### src/rtl/board_io_ctrl.sv
// Board I/O controller: button debounce, trace channel select/freeze onto LEDs, SoC reset stretch.
// Optional build macro BOARD_IO_BTN_RESET_EN lets the SOCRST button restart the reset stretch.
module board_io_ctrl #(
  parameter int unsigned CORES          = 4,
  parameter int unsigned TRACE_W        = 8,
  parameter int unsigned RST_W          = 23,
  parameter int unsigned DB_W           = 16,
  parameter int unsigned LED_ACTIVE_LOW = 1
) (
  input  logic                          clk,
  input  logic                          rst,
  input  logic [2:0]                    btn,
  input  logic [CORES*TRACE_W-1:0]      trace_in,
  output logic                          soc_rst_n,
  output logic [TRACE_W-1:0]            led,
  output logic [CORES-1:0]              chan_led,
  output logic [((CORES > 1) ? $clog2(CORES) : 1)-1:0] sel
);

  localparam int unsigned SEL_W = (CORES > 1) ? $clog2(CORES) : 1;
  localparam int unsigned BTN_N = 3;
  localparam logic [TRACE_W-1:0] LED_POL  = (LED_ACTIVE_LOW != 0) ? '1 : '0;
  localparam logic [CORES-1:0]   CHAN_POL = (LED_ACTIVE_LOW != 0) ? '1 : '0;
  localparam logic [CORES-1:0]   CHAN_RST = CHAN_POL ^ CORES'(1);
`ifdef BOARD_IO_BTN_RESET_EN
  localparam int unsigned PRESS_N = 3;
`else
  localparam int unsigned PRESS_N = 2;
`endif

  logic [BTN_N-1:0]   sync1_q, sync1_d, sync2_q, sync2_d;
  logic [BTN_N-1:0]   stable_q, stable_d;
  logic [DB_W-1:0]    cnt_q [BTN_N];
  logic [DB_W-1:0]    cnt_d [BTN_N];
  logic [PRESS_N-1:0] press_c;
  logic [SEL_W-1:0]   sel_q, sel_d;
  logic               frozen_q, frozen_d;
  logic [TRACE_W-1:0] led_q, led_d;
  logic [CORES-1:0]   chan_led_q, chan_led_d;
  logic [RST_W-1:0]   rcnt_q, rcnt_d;
  logic               soc_rst_n_q, soc_rst_n_d;
  logic [TRACE_W-1:0] trace_sel_c;
  logic [CORES-1:0]   onehot_c;

  always_comb begin
    sync1_d     = btn;
    sync2_d     = sync1_q;
    stable_d    = stable_q;
    cnt_d       = cnt_q;
    sel_d       = sel_q;
    frozen_d    = frozen_q;
    led_d       = led_q;
    rcnt_d      = rcnt_q;
    trace_sel_c = '0;
    onehot_c    = '0;

    // Debounce: count while input disagrees with stable state, commit when counter saturates
    for (int i = 0; i < int'(BTN_N); i++) begin
      if (sync2_q[i] == stable_q[i]) begin
        cnt_d[i] = '0;
      end else if (&cnt_q[i]) begin
        stable_d[i] = sync2_q[i];
        cnt_d[i]    = '0;
      end else begin
        cnt_d[i] = cnt_q[i] + DB_W'(1);
      end
    end
    press_c = stable_d[PRESS_N-1:0] & ~stable_q[PRESS_N-1:0];

    // NEXT advance uses the frozen flag from before this edge; FREEZE toggle always applies
    if (press_c[0] && !frozen_q) begin
      sel_d = (sel_q == SEL_W'(CORES - 1)) ? '0 : sel_q + SEL_W'(1);
    end
    if (press_c[1]) begin
      frozen_d = ~frozen_q;
    end

    for (int k = 0; k < int'(CORES); k++) begin
      if (SEL_W'(k) == sel_q) begin
        trace_sel_c = trace_in[k*TRACE_W +: TRACE_W];
      end
      onehot_c[k] = (SEL_W'(k) == sel_d);
    end
    if (!frozen_q) begin
      led_d = trace_sel_c ^ LED_POL;
    end
    chan_led_d = onehot_c ^ CHAN_POL;

    if (!(&rcnt_q)) begin
      rcnt_d = rcnt_q + RST_W'(1);
    end
    soc_rst_n_d = &rcnt_q;
`ifdef BOARD_IO_BTN_RESET_EN
    // Restart the stretch; force low on the press edge so the low window is a full 2^RST_W cycles
    if (press_c[2]) begin
      rcnt_d      = '0;
      soc_rst_n_d = 1'b0;
    end
`endif
  end

  always_ff @(posedge clk) begin
    if (rst) begin
      sync1_q     <= '0;
      sync2_q     <= '0;
      stable_q    <= '0;
      for (int i = 0; i < int'(BTN_N); i++) begin
        cnt_q[i] <= '0;
      end
      sel_q       <= '0;
      frozen_q    <= 1'b0;
      led_q       <= LED_POL;
      chan_led_q  <= CHAN_RST;
      rcnt_q      <= '0;
      soc_rst_n_q <= 1'b0;
    end else begin
      sync1_q     <= sync1_d;
      sync2_q     <= sync2_d;
      stable_q    <= stable_d;
      cnt_q       <= cnt_d;
      sel_q       <= sel_d;
      frozen_q    <= frozen_d;
      led_q       <= led_d;
      chan_led_q  <= chan_led_d;
      rcnt_q      <= rcnt_d;
      soc_rst_n_q <= soc_rst_n_d;
    end
  end

  assign soc_rst_n = soc_rst_n_q;
  assign led       = led_q;
  assign chan_led  = chan_led_q;
  assign sel       = sel_q;

endmodule

### config.mk
export PLATFORM = sky130hd
export DESIGN_NAME = board_io_ctrl
export DESIGN_NICKNAME = d
export VERILOG_FILES = /design/src/rtl/board_io_ctrl.sv
export SDC_FILE = /design/constraint.sdc
export NUM_CORES = 1
export LEC_CHECK = 0
export ABC_AREA = 0
export BUFFER_PORTS_ARGS = -buffer_cell sky130_fd_sc_hd__buf_2
export CAP_MARGIN = 10
export CORE_MARGIN = 5
export CORE_UTILIZATION = 45
export CTS_CLUSTER_DIAMETER = 150
export DETAILED_ROUTE_END_ITERATION = 16
export PLACE_DENSITY = 0.65
export RECOVER_POWER = 100
export SLEW_MARGIN = 20
export SYNTH_ARGS = -nofsm -noshare
export SYNTH_HDL_FRONTEND = slang
export SYNTH_SLANG_ARGS = --single-unit
### constraint.sdc
create_clock -name clk -period 2.6 [get_ports clk]
set_input_delay 0.13 -clock clk [delete_from_list [all_inputs] [get_ports clk]]
set_output_delay 0.13 -clock clk [all_outputs]
set_load 0.05 [all_outputs]
==> flow_metrics.env, run 1 <==
export IMPL_pwr_density_cell_nw_per_um2=571
export IMPL_final_cell_mix="dfxtp_1 (77), nor2_1 (71), buf_2 (34)"
export IMPL_cp_end_kind="flop"
export IMPL_ios=52
export IMPL_globalRoute_totalOverflow=0
export IMPL_path_delay_family="simple AND/OR/NAND/NOR gates"
export IMPL_numCtsBuffers=9
export IMPL_final_hold_violation_count=0
export IMPL_post_synth_top_area_fraction_pct=43.5
export IMPL_reg2reg_slack_ps=460
export IMPL_period_minus_slack_ps=2140
export IMPL_die_height_um=98.7
export IMPL_critical_path_buf_inv_count=0
export IMPL_remaining_drc_errors=0
export IMPL_finalSetupViolCount=0
export IMPL_crit_start="rcnt_q[4]"
export IMPL_finalWirelength_um=6880
export IMPL_whs_ps=63.6
export IMPL_cp_slowest_cell="or4b_1"
export IMPL_drv_slew=0
export IMPL_timing_critical_path_arrival_ps=2320
export IMPL_vias=2886
export IMPL_worst_ep_required_time_ps=2780
export IMPL_cts_root_to_sink_buffers=2
export IMPL_seq_area_frac_synth_pct=43.5
export IMPL_cp_cell_sequence="nand4_1 -> or4b_1 -> nor4_1 -> xnor2_1 -> nor2_1"
export IMPL_placement_io_buffers=50
export IMPL_first_pass_grt_wire_length_um=12400
export IMPL_worst_hold_startpoint="trace_in[25]"
export IMPL_multi_input_combinational_cell_area_um2=1870
export IMPL_gp_congestion=0.899
export IMPL_n_antenna_cell=0
export IMPL_synth_top_flop_cell="dfxtp_1"
export IMPL_finish_net_count=501
export IMPL_cts_tree="done"
export IMPL_avgSynthCellArea_um2=8.59
export IMPL_routedWlPerCell_um=12.2
export IMPL_synthesis_warnings=0
export IMPL_yosysUniqueCellTypes=45
export IMPL_postCtsSetupBuffers=0
export IMPL_seqCellArea_um2=1540
export IMPL_flow_area_growth_from_synthesis_pct=14.7
export IMPL_detail_route_first_pass_iterations=6
export IMPL_place_detailed_hpwl_um=4840
export IMPL_commonest_non_fill_non_tap_cell_in_the_layout="dfxtp_1"
export IMPL_detail_route_iter0_violations=89
export IMPL_final_cells=564
export IMPL_criticalPathCategory="flop to flop"
export IMPL_fp_row_count=32
export IMPL_synth_top_cells_by_area="dfxtp_1 (44%), nor2_1 (7.5%), xnor2_1 (5.9%)"
export IMPL_critPathLaunchType="flop"
export IMPL_route_detailed_vias_per_inst=5.12
export IMPL_mappedNetlistArea_um2=3540
export IMPL_clock_net_sink_count=77
export IMPL_synth_largest_area_cell="dfxtp_1"
export IMPL_number_of_cells_after_detailed_placement=546
export IMPL_synth_nets=456
export IMPL_clock_tree_root_cell="clkbuf_8"
export IMPL_maxSlewHeadroom_pct=9.33
export IMPL_setup_tns_ps=0
export IMPL_htree_levels=3
export IMPL_fin_crit_sh_pct=82.4
export IMPL_ys_ff_latch=77
export IMPL_die_w_um=98.7
export IMPL_synthesis_instances=412
export IMPL_synth_enable_flop_cells=0
export IMPL_static_leakage_power_nw=1.44
export IMPL_run_status="complete, no violations"
export IMPL_max_stage_delay_ps=700
export IMPL_core_um2=7690
export IMPL_holdCritPathClass="input port to flop"
export IMPL_layout_drive_gt1_share_pct=13.2
export IMPL_insertion_delay_ps=350
export IMPL_grt_setup_unrepaired="no"
export IMPL_layout_filler_cells=762
export IMPL_max_freq_mhz=467
export IMPL_grt_use_total_pct=15.2
export IMPL_cts_reportedPaths_clkPinSlew_ps=80
export IMPL_worst_ir_drop_vdd_mv=0.302
export IMPL_postRouteAntennaNets=0
export IMPL_asyncSetResetFlopFracSynth_pct=0
export IMPL_path_max_fanout=7
export IMPL_dieArea_um2=9740
export IMPL_number_of_antenna_violations_at_the_first_check_in_global_routing=0
export IMPL_initial_util_pct=46.1
export IMPL_timing_worst_slew_pin_value_ps=1360
export IMPL_clock_skew_ps=12.3
export IMPL_worst_r2r_startpoint="rcnt_q[4]"
export IMPL_first_global_vias=2838
export IMPL_number_of_max_cap_violations=0
export IMPL_grt_max_degree=35
-- report_power, final --
| group | switching [mW] | internal, mW |
|---|---|---|
| logic | 0.0635 | 0.0404 |
| registers | 0.00959 | 1.19 |
| clock network | 0.457 | 0.554 |
-- tightest hold or removal path: cells and delay by family --
kind            cells  cell delay (ps)
compound gates      2              110
buf+inv             1               80
simple gates        1               50
-- cell families after synthesis --
group	count (synthesis)	synth area share (%)
AOI/OAI and AO/OA	54	10.0
adders and majority gates	7	2.47
muxes	8	2.44
xor gates and xnor gates	42	10.4
DFF	77	43.5
buffers and inverters	28	3.14
and+or+nand+nor	196	28.0
-- layout make-up --
cell class	instances	share of cell area, %
multi-input cells	307	46.1
flip-flops and latches	77	38.0
repair buffers	54	6.44
well taps	102	3.14
clock buffers	9	3.05
clock inverters	7	2.56
inverters	8	0.739
-- state kept, by name, summed over array words and instances (netlist names) --
name / cells
rcnt_q: 23
led: 8
cnt_q: 32
chan_led: 4
soc_rst_n: 1
stable_q: 2
sync2_q: 2
frozen_q: 1
sel: 2
sync1_q: 2
-- metrics by stage --
| stage | util [%] | total power [mW] | instance area [µm²] | setup slack (ps) |
|---|---|---|---|---|
| finish | 52.8 | 2.32 | 4060 | 457 |
| floorplan | - | 1.29 | 3540 | 562 |
| global placement | 50.1 | 1.33 | 3850 | 484 |
| CTS | 53.3 | 2.36 | 4100 | 429 |
| global route | 52.8 | 2.43 | 4060 | 173 |
| detailed placement | 50.1 | 1.33 | 3850 | 444 |
-- layer usage --
metal  vias to the layer above  part of all wire [%]  global-route usage [%]  wire length [µm]
li1                       1516                     -                       -                 -
met1                      1300                    48                    18.2              3290
met2                        59                    45                    25.0              3090
met3                        11                   5.4                    4.81               372
met4                         0                   1.8                    6.51               122
met5                         -                     0                       0                 0
-- Yosys cell counts (all sizes together), types with 6 or more instances --
| cell | n |
|---|---|
| o31ai | 8 |
| nand3 | 21 |
| ha | 7 |
| and3 | 6 |
| inv | 8 |
| dfxtp | 77 |
| a221oi | 7 |
| xnor2 | 24 |
| nor2 | 71 |
| nand4 | 10 |
| nor2b | 19 |
| nor3 | 10 |
| nor4 | 8 |
| a21oi | 25 |
| nand2 | 31 |
| xor2 | 18 |
| clkbuf | 15 |
-- timing repair --
item                                   in CTS  in global routing
resized for setup                           0                  0
endpoints found under the hold margin       2                  0
hold buffers                                2                  0
-- final timing paths --
check | to | depth (start not counted)
hold / removal | led[1] | 4
setup / recovery | rcnt_q[21] | 5
hold reg to reg | cnt_q[16] | 1
setup reg to reg | rcnt_q[21] | 5
(Power assumes the default switching activity.)
==> run 2, diff against run 1 <==
clock period = 2.02 ns   (was 2.6 ns; I/O delays follow)
==> flow_metrics.env, run 2 (synthesized netlist as in run 1, its figures left out) <==
export IMPL_clock_skew_ps=8.86
export IMPL_cp_end_kind="flop"
export IMPL_die_w_um=98.7
export IMPL_finish_net_count=513
export IMPL_worst_ir_drop_vdd_mv=0.355
export IMPL_initial_util_pct=46.1
export IMPL_criticalPathCategory="flop to flop"
export IMPL_grt_setup_unrepaired="no"
export IMPL_period_minus_slack_ps=1900
export IMPL_cp_cell_sequence="nand4_4 -> nor4b_4 -> clkbuf_1 -> and2_1 -> nor2_1 -> mux2_2"
export IMPL_intPower_mw=2.29
export IMPL_critPathLaunchType="flop"
export IMPL_timing_worst_slew_pin_value_ps=922
export IMPL_postCtsSetupBuffers=0
export IMPL_cp_slowest_cell="dfxtp_1"
export IMPL_worst_hold_startpoint="trace_in[29]"
export IMPL_dr_wl_met2_um=3260
export IMPL_power_combinational_fraction_pct=4.6
export IMPL_max_stage_delay_ps=450
export IMPL_detailroute_wirelength_met3_um=305
export IMPL_htree_levels=3
export IMPL_whs_ps=32.8
export IMPL_fin_crit_sh_pct=93.8
export IMPL_holdCritPathClass="input port to flop"
export IMPL_postRouteAntennaNets=0
export IMPL_final_cell_mix="dfxtp_1 (76), nor2_1 (71), buf_2 (34)"
export IMPL_finalSetupViolCount=0
export IMPL_largest_register_by_flop_count="cnt_q"
export IMPL_multi_input_combinational_cell_area_um2=1900
export IMPL_route_top_layer_used="met4"
export IMPL_max_freq_mhz=528
export IMPL_grt_max_degree=35
export IMPL_setup_tns_ps=0
export IMPL_insertion_delay_ps=340
export IMPL_route_detailed_vias_per_inst=5.10
export IMPL_finish_utilization_pct=54.2
export IMPL_detail_route_iter0_violations=90
export IMPL_number_of_cells_after_detailed_placement=558
export IMPL_netSwitchingPower_mw=0.673
export IMPL_reg2reg_slack_ps=120
export IMPL_final_hold_violation_count=0
export IMPL_layout_filler_cells=744
export IMPL_clock_net_sink_count=77
export IMPL_core_um2=7690
export IMPL_remaining_drc_errors=0
export IMPL_final_cells=576
export IMPL_n_antenna_cell=0
export IMPL_wl_met1_um=3310
export IMPL_postLayoutCellArea_um2=4160
export IMPL_dieArea_um2=9740
export IMPL_crit_start="rcnt_q[5]"
export IMPL_grt_use_total_pct=14.7
export IMPL_static_leakage_power_nw=1.51
export IMPL_sequentialPowerShare_pct=52.2
export IMPL_cts_reportedPaths_clkPinSlew_ps=80
export IMPL_worst_r2r_startpoint="rcnt_q[5]"
export IMPL_numCtsBuffers=9
export IMPL_die_height_um=98.7
export IMPL_gp_congestion=0.843
export IMPL_clock_tree_root_cell="clkbuf_8"
export IMPL_timing_critical_path_arrival_ps=2130
export IMPL_largest_register_ffs=32
export IMPL_first_global_vias=2793
export IMPL_path_max_fanout=7
export IMPL_swShare_pct=22.7
export IMPL_fp_row_count=32
export IMPL_cts_root_to_sink_buffers=2
export IMPL_placed_cell_areas_um2=3940
export IMPL_placement_io_buffers=50
export IMPL_first_pass_grt_wire_length_um=12000
export IMPL_seqCellArea_um2=1540
export IMPL_number_of_max_cap_violations=0
export IMPL_routedWlPerCell_um=12.1
export IMPL_worst_ep_required_time_ps=2250
export IMPL_commonest_non_fill_non_tap_cell_in_the_layout="dfxtp_1"
export IMPL_finalWirelength_um=6970
export IMPL_run_status="complete, no violations"
export IMPL_layout_drive_gt1_share_pct=15.8
export IMPL_detail_route_first_pass_iterations=4
export IMPL_vias=2940
export IMPL_pwr_density_cell_nw_per_um2=712
export IMPL_clock_power_share_pct=43.2
export IMPL_flow_area_growth_from_synthesis_pct=17.6
export IMPL_drv_slew=0
export IMPL_place_detailed_hpwl_um=4870
export IMPL_cts_tree="done"
export IMPL_number_of_antenna_violations_at_the_first_check_in_global_routing=0
export IMPL_ios=52
export IMPL_maxSlewHeadroom_pct=38.6
export IMPL_globalRoute_totalOverflow=0
==> run 2: per-layer routing <==
| layer | track usage [%] | vias up |
|---|---|---|
| met3 | 2.97 | 8 |
| met4 | 6.62 | 0 |
| li1 | - | 1537 |
| met1 | 18.1 | 1347 |
| met5 | 0 | - |
| met2 | 24.9 | 48 |
==> run 2: timing repair <==
item	in CTS	in global routing
setup endpoints to repair	1	4
gates resized for setup	1	3
hold buffers	2	0
endpoints found under the hold margin	2	0
==> run 2: final timing paths <==
check               end  depth (start not counted)
max reg2reg  rcnt_q[15]                          6
min reg2reg  sync2_q[0]                          1
min              led[5]                          4
max          rcnt_q[15]                          6
==> run 2: cell type report <==
class / count / share of cell area, %
well taps: 102 / 3.06
clock buffers: 9 / 2.97
inverters: 8 / 0.721
flip-flops and latches: 77 / 37.0
clock inverters: 7 / 2.40
multi-input cells: 307 / 45.7
repair buffers: 66 / 8.11
==> run 2: power by group through the flow <==
stage,clock [mW],sequential [mW],combinational [mW]
floorplan,0,1.61,0.0523
global placement,0,1.58,0.137
detailed placement,0,1.58,0.138
CTS,1.34,1.55,0.142
global route,1.40,1.55,0.152
finish,1.28,1.55,0.137
==> run 2: worst max-delay path: cells and delay by family (launching register included) <==
family	cells	cell delay [ps]
buf+inv	1	280
simple gates	4	790
flops	1	450
mux	1	260
==> run 2: through the flow <==
step,total power [mW],setup WS [ps]
final,2.96,125
after global routing,3.10,18.5
after CTS,3.02,50.0
after detailed placement,1.72,7.51
after global placement,1.72,20.7
after floorplan,1.66,43.9
==> run 3, diff against run 2 <==
CORE_UTILIZATION = 55   (was 45)
PLACE_DENSITY = 0.77   (was 0.65)
==> flow_metrics.env, run 3 (synthesized netlist as in run 1, its figures left out) <==
export IMPL_finish_net_count=515
export IMPL_dieArea_um2=8140
export IMPL_largest_register_ffs=32
export IMPL_finalWirelength_um=7030
export IMPL_cp_end_kind="flop"
export IMPL_clock_skew_ps=9.83
export IMPL_number_of_max_cap_violations=0
export IMPL_layout_drive_gt1_share_pct=16.6
export IMPL_flow_area_growth_from_synthesis_pct=17.2
export IMPL_clock_tree_root_cell="clkbuf_8"
export IMPL_criticalPathCategory="flop to flop"
export IMPL_postRouteAntennaNets=0
export IMPL_n_antenna_cell=0
export IMPL_insertion_delay_ps=350
export IMPL_drv_slew=0
export IMPL_routedWlPerCell_um=12.7
export IMPL_fp_row_count=29
export IMPL_worst_ep_required_time_ps=2260
export IMPL_run_status="complete, no violations"
export IMPL_final_hold_violation_count=0
export IMPL_finish_utilization_pct=65.8
export IMPL_grt_use_total_pct=18.2
export IMPL_layout_filler_cells=561
export IMPL_sequentialPowerShare_pct=52.0
export IMPL_timing_worst_slew_pin_value_ps=928
export IMPL_place_detailed_hpwl_um=4970
export IMPL_remaining_drc_errors=0
export IMPL_largest_register_by_flop_count="cnt_q"
export IMPL_critPathLaunchType="flop"
export IMPL_grt_setup_unrepaired="no"
export IMPL_grt_max_degree=34
export IMPL_netSwitchingPower_mw=0.678
export IMPL_cts_tree="done"
export IMPL_die_height_um=90.2
export IMPL_globalRoute_totalOverflow=0
export IMPL_path_max_fanout=6
export IMPL_placement_io_buffers=50
export IMPL_number_of_cells_after_detailed_placement=535
export IMPL_max_freq_mhz=529
export IMPL_fin_ws_ps=130
export IMPL_intPower_mw=2.29
export IMPL_commonest_non_fill_non_tap_cell_in_the_layout="dfxtp_1"
export IMPL_pwr_density_cell_nw_per_um2=716
export IMPL_first_global_vias=2932
export IMPL_period_minus_slack_ps=1890
export IMPL_ff2ff_path_depth=5
export IMPL_finalSetupViolCount=0
export IMPL_cts_root_to_sink_buffers=2
export IMPL_clock_power_share_pct=43.3
export IMPL_power_combinational_fraction_pct=4.6
export IMPL_holdPathStages=4
export IMPL_final_cell_mix="dfxtp_1 (75), nor2_1 (71), buf_2 (34)"
export IMPL_route_detailed_vias_per_inst=5.42
export IMPL_detail_route_iter0_violations=114
export IMPL_timing_critical_path_arrival_ps=2130
export IMPL_core_um2=6310
export IMPL_swShare_pct=22.8
export IMPL_maxSlewHeadroom_pct=38.2
export IMPL_initial_util_pct=56.1
export IMPL_pre_cts_slack_ps=17.1
export IMPL_htree_levels=3
export IMPL_holdCritPathClass="input port to flop"
export IMPL_cts_reportedPaths_clkPinSlew_ps=80
export IMPL_setup_tns_ps=0
export IMPL_fin_crit_sh_pct=93.6
export IMPL_die_w_um=90.2
export IMPL_number_of_antenna_violations_at_the_first_check_in_global_routing=0
export IMPL_numCtsBuffers=9
export IMPL_ios=52
export IMPL_fin_total_pwr_mw=2.97
export IMPL_worst_ir_drop_vdd_mv=0.468
export IMPL_gp_congestion=0.787
export IMPL_static_leakage_power_nw=1.52
export IMPL_clock_net_sink_count=77
export IMPL_detail_route_first_pass_iterations=4
export IMPL_first_pass_grt_wire_length_um=12700
export IMPL_final_cells=553
export IMPL_vias=2995
-- run 3: final cells by class --
type | instances | area (µm²) | area share (%)
repair buffers | 68 | 353 | 8.50
inverters | 8 | 30.0 | 0.723
clock inverters | 7 | 96.3 | 2.32
well taps | 77 | 96.3 | 2.32
multi-input cells | 307 | 1910 | 46.0
clock buffers | 9 | 124 | 2.98
flip-flops and latches | 77 | 1540 | 37.2
-- run 3: stage by stage --
step                      instance area, µm²  hold slack (ps)
after floorplan                         3540              229
after global placement                  3930              317
after detailed placement                3930              318
after CTS                               4170             15.8
after global routing                    4150             22.3
final                                   4150             23.6
-- run 3: repair_timing --
action | CTS | global route
hold endpoints to repair | 2 | 0
buffers inserted | 0 | 0
resized for setup | 0 | 5
hold buffers | 2 | 0
setup endpoints to repair | 0 | 7
-- run 3: critical path, cell delays in order (launching register included) --
cell and delay [ps]:
dfxtp_1 370, and4_1 260, or4b_4 530, nor4_1 390
xnor2_1 170, nor2_1 50
-- run 3: power by group through the flow --
stage	combinational [mW]	sequential [mW]	clock, mW
floorplan	0.0523	1.61	0
global placement	0.135	1.58	0
detailed placement	0.139	1.58	0
CTS	0.142	1.55	1.32
global route	0.152	1.55	1.39
finish	0.137	1.55	1.29
-- run 3: path summary, 6_finish.rpt --
check | slack (ps) | to | from
worst max-delay path | 130 | rcnt_q[18] | rcnt_q[11]
worst min-delay path | 20 | led[4] | trace_in[28]
worst max register to register | 130 | rcnt_q[18] | rcnt_q[11]
worst min register to register | 450 | cnt_q[16] | cnt_q[16]
-- run 3: routing by layer --
metal | share of wire (%) | wire [µm] | global-route usage [%]
met1 | 47 | 3270 | 22.3
met2 | 47 | 3290 | 30.0
met3 | 5.4 | 377 | 5.76
met4 | 1.3 | 92 | 6.33
met5 | 0 | 0 | 0
